$ cat src/rtl/relu_act_seq.sv
// Sequencer for a two-phase ReLU stage: clear, calc-enable, output-enable, capture.
// Streams one sample at a time, counts pixels per frame and clears the stage between frames.
module relu_act_seq #(
  parameter int In_d_W = 18,
  parameter int N_PIX  = 676,
  parameter int CNT_W  = $clog2(N_PIX + 1)
) (
  input  logic                     clk,
  input  logic                     clr,
  input  logic                     in_valid,
  output logic                     in_ready,
  input  logic signed [In_d_W-1:0] in_data,
  output logic                     act_clr,
  output logic                     en_act,
  output logic                     en_act_out,
  output logic signed [In_d_W-1:0] act_A,
  input  logic signed [In_d_W-1:0] act_Y,
  output logic                     out_valid,
  input  logic                     out_ready,
  output logic signed [In_d_W-1:0] out_data,
  output logic [CNT_W-1:0]         pix_cnt,
  output logic                     frame_done
);

  typedef enum logic [2:0] {
    S_INIT = 3'd0,
    S_IDLE = 3'd1,
    S_CALC = 3'd2,
    S_XFER = 3'd3,
    S_CAPT = 3'd4,
    S_OUT  = 3'd5,
    S_FEND = 3'd6
  } state_t;

  localparam logic [CNT_W-1:0] LAST_PIX = CNT_W'(N_PIX - 1);

  state_t state_q, state_d;

  logic                     in_ready_q,   in_ready_d;
  logic                     act_clr_q,    act_clr_d;
  logic                     en_act_q,     en_act_d;
  logic                     en_act_out_q, en_act_out_d;
  logic signed [In_d_W-1:0] act_a_q,      act_a_d;
  logic                     out_valid_q,  out_valid_d;
  logic signed [In_d_W-1:0] out_data_q,   out_data_d;
  logic [CNT_W-1:0]         pix_cnt_q,    pix_cnt_d;
  logic                     frame_done_q, frame_done_d;

  logic in_fire;
  logic out_fire;
  logic last_pix;

  assign in_fire  = (state_q == S_IDLE) && in_valid;
  assign out_fire = (state_q == S_OUT) && out_ready;
  assign last_pix = (pix_cnt_q == LAST_PIX);

  always_ff @(posedge clk or posedge clr) begin
    if (clr) begin
      state_q <= S_INIT;
    end else begin
      state_q <= state_d;
    end
  end

  always_comb begin
    state_d = state_q;
    case (state_q)
      // Reset leaves act_clr low, so INIT spends one extra cycle raising it before moving on.
      S_INIT: if (act_clr_q) state_d = S_IDLE;
      S_IDLE: if (in_valid) state_d = S_CALC;
      S_CALC: state_d = S_XFER;
      S_XFER: state_d = S_CAPT;
      S_CAPT: state_d = S_OUT;
      S_OUT: begin
        if (out_ready) begin
          state_d = last_pix ? S_FEND : S_IDLE;
        end
      end
      S_FEND: state_d = S_IDLE;
      default: state_d = S_INIT;
    endcase
  end

  // Control outputs are decoded from the next state so the registered copies line up with state_q.
  always_comb begin
    in_ready_d   = (state_d == S_IDLE);
    act_clr_d    = (state_d == S_INIT) || (state_d == S_FEND);
    en_act_d     = (state_d == S_CALC);
    en_act_out_d = (state_d == S_XFER);
    out_valid_d  = (state_d == S_OUT);
    frame_done_d = (state_d == S_FEND);

    act_a_d = act_a_q;
    if (in_fire) begin
      act_a_d = in_data;
    end

    out_data_d = out_data_q;
    if (state_q == S_CAPT) begin
      out_data_d = act_Y;
    end

    pix_cnt_d = pix_cnt_q;
    if (out_fire) begin
      pix_cnt_d = last_pix ? '0 : pix_cnt_q + 1'b1;
    end
  end

  always_ff @(posedge clk or posedge clr) begin
    if (clr) begin
      in_ready_q   <= 1'b0;
      act_clr_q    <= 1'b0;
      en_act_q     <= 1'b0;
      en_act_out_q <= 1'b0;
      act_a_q      <= '0;
      out_valid_q  <= 1'b0;
      out_data_q   <= '0;
      pix_cnt_q    <= '0;
      frame_done_q <= 1'b0;
    end else begin
      in_ready_q   <= in_ready_d;
      act_clr_q    <= act_clr_d;
      en_act_q     <= en_act_d;
      en_act_out_q <= en_act_out_d;
      act_a_q      <= act_a_d;
      out_valid_q  <= out_valid_d;
      out_data_q   <= out_data_d;
      pix_cnt_q    <= pix_cnt_d;
      frame_done_q <= frame_done_d;
    end
  end

  assign in_ready   = in_ready_q;
  assign act_clr    = act_clr_q;
  assign en_act     = en_act_q;
  assign en_act_out = en_act_out_q;
  assign act_A      = act_a_q;
  assign out_valid  = out_valid_q;
  assign out_data   = out_data_q;
  assign pix_cnt    = pix_cnt_q;
  assign frame_done = frame_done_q;

endmodule
$ cat config.mk
export PLATFORM = sky130hd
export DESIGN_NAME = relu_act_seq
export DESIGN_NICKNAME = d
export VERILOG_FILES = /design/src/rtl/relu_act_seq.sv
export SDC_FILE = /design/constraint.sdc
export NUM_CORES = 1
export LEC_CHECK = 0
export BUFFER_PORTS_ARGS = -buffer_cell sky130_fd_sc_hd__buf_4
export CAP_MARGIN = 20
export CELL_PAD_IN_SITES_DETAIL_PLACEMENT = 1
export CELL_PAD_IN_SITES_GLOBAL_PLACEMENT = 1
export CORE_MARGIN = 3
export CORE_UTILIZATION = 35
export DETAILED_ROUTE_END_ITERATION = 6
export GPL_TIMING_DRIVEN = 1
export PLACE_DENSITY_LB_ADDON = 0.1
export SYNTH_ARGS = -nofsm -noshare
export SYNTH_HDL_FRONTEND = slang
export SYNTH_SLANG_ARGS = --single-unit
export TNS_END_PERCENT = 10
$ cat constraint.sdc
create_clock -name clk -period 2.7 [get_ports clk]
set_clock_uncertainty 0.2 [all_clocks]
set_input_delay 0.54 -clock clk [delete_from_list [all_inputs] [get_ports clk]]
set_output_delay 0.54 -clock clk [all_outputs]
set_load 0.02 [all_outputs]
Yosys cells after proc, flatten, opt, wreduce, memory -nomap -nowiden

Index checks and enable logic that the tools add are counted.

Reductions and logical operators: 5
Eq/ne operators: 12
Add/subtract/negate cells: 1
Mux-type cells: 6

Operators with widths:

| cell                                           | number |
|---|---|
| case mux 3 bit (7 select lines)                | 1 |
| == test 3 bit (second input constant)          | 5 |
| == test 3 x 2 -> 1 bit (second input constant) | 4 |
| two-way mux 3 bit                              | 4 |
| adder 10 x 1 -> 10 bit (second input constant) | 1 |
| == test 10 bit (second input constant)         | 1 |
| two-way mux 10 bit                             | 1 |
| == test 3 x 1 -> 1 bit (second input constant) | 2 |
| zero test 3 bit                                | 2 |
| logical AND 1 bit                              | 2 |
| logical OR 1 bit                               | 1 |

Bits in registers: 55
Input bits: 40
Word-level logic and storage cells: 34

Longest topological paths before layout

Depth after elaboration: 6
Depth in mapped cells: 5
Mapped depth without buffers: 4

Worst setup path before layout

Ideal clock, no wire load.

Path type: reg-to-reg
Start point: register pix_cnt_q[8] (netlist: pix_cnt[8])
End point: register state_q[0]
Clock period less this slack: 1.775 ns
Stages on the path, launching flop included: 5
Path buffers: 0
Data arrival time: 1.448 ns
Required time: 2.373 ns
Setup time: 0.127 ns
Slack: 0.925 ns
Cells stage by stage: dfrtp_1 > and4bb_2 > nand4_1 > and4b_1 > or2_2

Word-level cells in the longest chain between the ends: 4

Ends and longest elaborated chain:

| element                         | RTL line | source |
|---|---|---|
| start: declaration              | 46       | `logic [CNT_W-1:0] pix_cnt_q, pix_cnt_d;` |
| start signal: assignment        | 128      | `pix_cnt_q <= pix_cnt_d;` |
| == test 10 bit                  | 55       | `assign last_pix = (pix_cnt_q == LAST_PIX);` |
| two-way mux 3 bit               | 76       | `state_d = last_pix ? S_FEND : S_IDLE;` |
| two-way mux 3 bit               | 75       | `if (out_ready) begin` |
| case mux 3 bit (7 select lines) | 67       | `case (state_q)` |
| named net state_d[0]            | 37       | `state_t state_q, state_d;` |
| end signal: assignment          | 61       | `state_q <= state_d;` |
| end: declaration                | 37       |  |

The timed path passes the listed nets, and every way through them passes these cells.
A chain may end at the register's enable or synchronous reset.

Final worst setup path

Start point: register state_q[1]
End point: register out_data_q[2] (netlist: out_data[2])

Word-level cells in the longest chain between the ends: 1

Ends and longest elaborated chain:

| element                | RTL line | source |
|---|---|---|
| == test 3 bit          | 99       | `if (state_q == S_CAPT) begin` |
| end signal: assignment | 127      | `out_data_q <= out_data_d;` |
| end: declaration       | 45       | `logic signed [In_d_W-1:0] out_data_q, out_data_d;` |

Every way passes these cells.

==> summary.md <==
Routability-driven placement finished with a final weighted congestion of 0.683. The maximum number of buffers from clock root to sink is 2. The net count of the finished layout is 295.

The portion of synthesized cell area occupied by the leading cell type was 0.617; the pin count of the biggest net entering global routing was 56. The adder-cell share of the synthesized area was 0.00561. Effective utilization at floorplan: 0.368. In this run, the number of DRC markers left after iteration 0 of detailed routing was 42. The number of flops mapped to enable cells by yosys is 0. The share of synthesized area spent on multiplexers was 0.182.

The internal power component is 2.24 mW. The post-synthesis share of cell area spent on and, or, nand and nor gates came out at 0.114. Among all flip-flop cells after synthesis, the most frequent one is dfrtp_1. The cell sitting at the root of the clock tree is a clkbuf_8. The clock reaches the later pin of the worst-skew pair after 0.30 ns. The dominant combinational cell family by area after synthesis is multiplexers. In this run the number of H-tree levels came out at 2. Counting the buffers created by CTS gives 5. The compound-cell area share of the yosys netlist was 0.0365; the switching part of the total power was 0.369. The tree built by TritonCTS fans out to 55 sinks. During I/O placement, the number of pins put on the boundary was 92. The logs give 1780 for the via count of the first global-routing pass and 201 for the synthesized netlist net count. The biggest fanout along the worst timing path works out to 12. Synthesis inferred 55 register bits.

For this run, the detailed router's first-pass iteration total came to 4. The run gives 0.459 as the combinational power share. The critical path endpoint category is a flop.

The actual slew at the worst max-slew pin was 0.685 ns; the final number of max-transition violations was 0. The headroom to the max-slew limit came out at 0.543. For the area of the core region, the log shows 0.00606 mm2. Clock-pin slew was measured on the worst setup and hold paths at 0.09 ns. The analysis attributes to cell leakage a power of 1.49 nW. Setup repair after global routing left no endpoint under its margin. The fraction of registers with async set or reset after synthesis is 1.00, and the number of buffers added for setup after CTS is 0. Setup violations remaining at the end of the flow were counted as 0.

The floorplan die area was 0.00737 mm2; the final clock period utilization by the worst path was 0.747. The tools report the peak ir drop on the vdd network as 0.491 mV. In the post-synthesis netlist, the biggest area contributors are dfrtp_1 (62%), mux2_2 (18%), xnor2_1 (2.4%), nand2_1 (1.3%), and4bb_2 (1.1%).

The flow ran to the end, and the final reports show no timing, DRC or antenna violations. Once detail routing completed, the nets flagged for antenna violations numbered 0. The fraction of final layout cells with drive strength greater than 1 came out at 0.569.

Floorplan die height: 85.8 um. The multi-input combinational cells in the finished layout cover a total of 816 um2. The run gives 0.145 as the total routing usage reported by global routing. TritonCTS built the clock tree. For this design the total switching power over the nets is 1.31 mW. Summed over all instances, the cell type with the most area after synthesis is dfrtp_1. Across the run, the number of max-cap violations was 0.

The time the final worst path needs with I/O delays and setup is 2.02 ns, and the area used by sequential logic in the layout is 0.00138 mm2. Dividing the detail-routed wire length by the instance count gives 15.1 um. In this run the critical register-to-register path is launched from state_q[1]. In the routed design, unresolved DRC markers number 0. STA puts the critical path data arrival time at 2.01 ns. For this run the aggregate overflow at the end of global routing stands at 0. The xor and xnor area share after synthesis works out to 0.0275. Once placement finished, the instance area stood at 0.00299 mm2. The first global-routing pass estimated 8.48 mm of wire. The synthesized area divided by synthesized cell count was 13.9 um2; the post-DP HPWL was 3.75 mm. The number of antenna repair diodes came out at 0. The run gives 1574 as the number of vias after detailed routing. The routed design has 4.98 mm of wire.

The critical path in this run is classified as reg2reg. After synthesis the cells add up to 0.00223 mm2. The number of instances in the synthesized netlist is 160.

The hold-fix buffer count after cts came out at 0. The category of the worst setup path launch point is a flop. The post-detailed-route via-to-cell ratio is 4.77. The logs give 0.617 for the sequential element share of the synthesized area and 649 for the count of filler cells inserted in the layout. Proportion of power drawn by flip-flops and latches: 0.402. Summing internal, switching and leakage power gives 3.55 mW. The logs give 0 for the final number of hold-violating endpoints and 34 for the count of unique library cells instantiated by Yosys. For the worst setup path, the data required time is 2.70 ns.

For the peak clock frequency supported by timing, the log shows 0.496 GHz. From synthesis to final layout, the design area changed by 38.6%. For the post-layout instance area, the log shows 0.00309 mm2.

The power density over cell area was 1150 mW/mm2; the standard-cell row count was 28. After routing, the total negative slack on setup checks comes to 0 ns. The type of the most critical hold path was in2async. The fraction of power consumed by the clock network was 0.139; the initial antenna violation count was 0. The synthesis warning total is 0, and the number of buffers added on ports is 91.

In this run, post-CTS repair resized a total of 0 instances. The die is 85.8 um wide. Tracing the worst setup path back leads to its startpoint at state_q[1].
-- cells by family after synthesis --
| family | count (synthesis) |
|---|---|
| adders and majority gates | 1 |
| muxes | 36 |
| DFF | 55 |
| and+or+nand+nor | 41 |
| buffers and inverters | 8 |
| xor gates and xnor gates | 7 |
| AOI/OAI and AO/OA | 12 |
-- final timing paths --
check,cells after the start,slack [ns],endpoint
min in group clk,2,0.26,out_data[14]
hold / removal,3,0.21,out_data[13]
max in group asynchronous,3,1.63,pix_cnt[6]
setup reg to reg,4,0.68,out_data[2]
hold reg to reg,1,0.31,pix_cnt[6]
setup / recovery,4,0.68,out_data[2]
-- layout make-up --
cell class / count / area share
clock buffers: 8 / 0.0324
inverters: 2 / 0.00243
multi-input cells: 97 / 0.264
flip-flops and latches: 55 / 0.445
well taps: 75 / 0.0304
repair buffers: 93 / 0.226
-- registers in the layout, summed over array words and instances, names as in the netlist, 3 cells and up --
register,cells
act_A,18
out_data,18
pix_cnt,10
state_q,3
-- power groups by stage --
stage | Combinational [mW] | Sequential [mW] | Clock (mW)
global route | 1.76 | 1.50 | 0.544
CTS | 1.67 | 1.44 | 0.516
floorplan | 0.628 | 1.78 | 0
finish | 1.63 | 1.43 | 0.495
global placement | 1.63 | 1.43 | 0
detailed placement | 1.67 | 1.45 | 0
-- cells in the mapped netlist (2+ instances only) --
cell type / count
nand2_1: 8
or3_1: 2
o21ai_0: 3
nor3_1: 3
dfrtp_1: 55
xnor2_1: 6
buf_2: 4
and4bb_2: 2
and4b_1: 2
nand4_1: 2
inv_1: 2
a21oi_1: 4
mux2_2: 36
nor2_1: 6
and2_1: 2
or2_2: 2
nand3_1: 4
-- through the flow --
| stage | cells | setup WS [ns] | util | hold slack, ns |
|---|---|---|---|---|
| after floorplan | 160 | 0.617 | - | 0.356 |
| after global placement | 322 | 0.708 | 0.494 | 0.291 |
| after detailed placement | 322 | 0.640 | 0.494 | 0.296 |
| after CTS | 330 | 0.612 | 0.510 | 0.245 |
| after global routing | 330 | 0.549 | 0.510 | 0.249 |
| final | 330 | 0.684 | 0.510 | 0.215 |
-- placed cells by master, fill, tap and decap left out, types with 3 or more instances in the layout --
cell type | netlist | routed
buf_4 | 1 | 93
dfrtp_1 | 55 | 55
mux2_2 | 36 | 36
nand2_1 | 8 | 8
clkbuf_8 | 0 | 7
nor2_1 | 6 | 6
xnor2_1 | 6 | 6
nand3_1 | 4 | 4
a21oi_1 | 4 | 4
nor3_1 | 3 | 3
o21ai_0 | 3 | 3
-- layer usage --
layer	up-vias	part of all wire	GRT usage	routed length (um)
met2	56	0.48	0.236	2390
met5	-	0	0	0
met4	0	0.013	0.0518	66
met3	5	0.080	0.0451	399
met1	769	0.43	0.184	2120
li1	744	-	-	-
-- worst max-delay path, stage by stage (launching register included) --
cell and delay (ns):
dfrtp_1 0.52, nand2b_1 0.24, nor2_2 0.32, buf_4 0.27, mux2_2 0.35
Power figures use the tool's default switching activity.
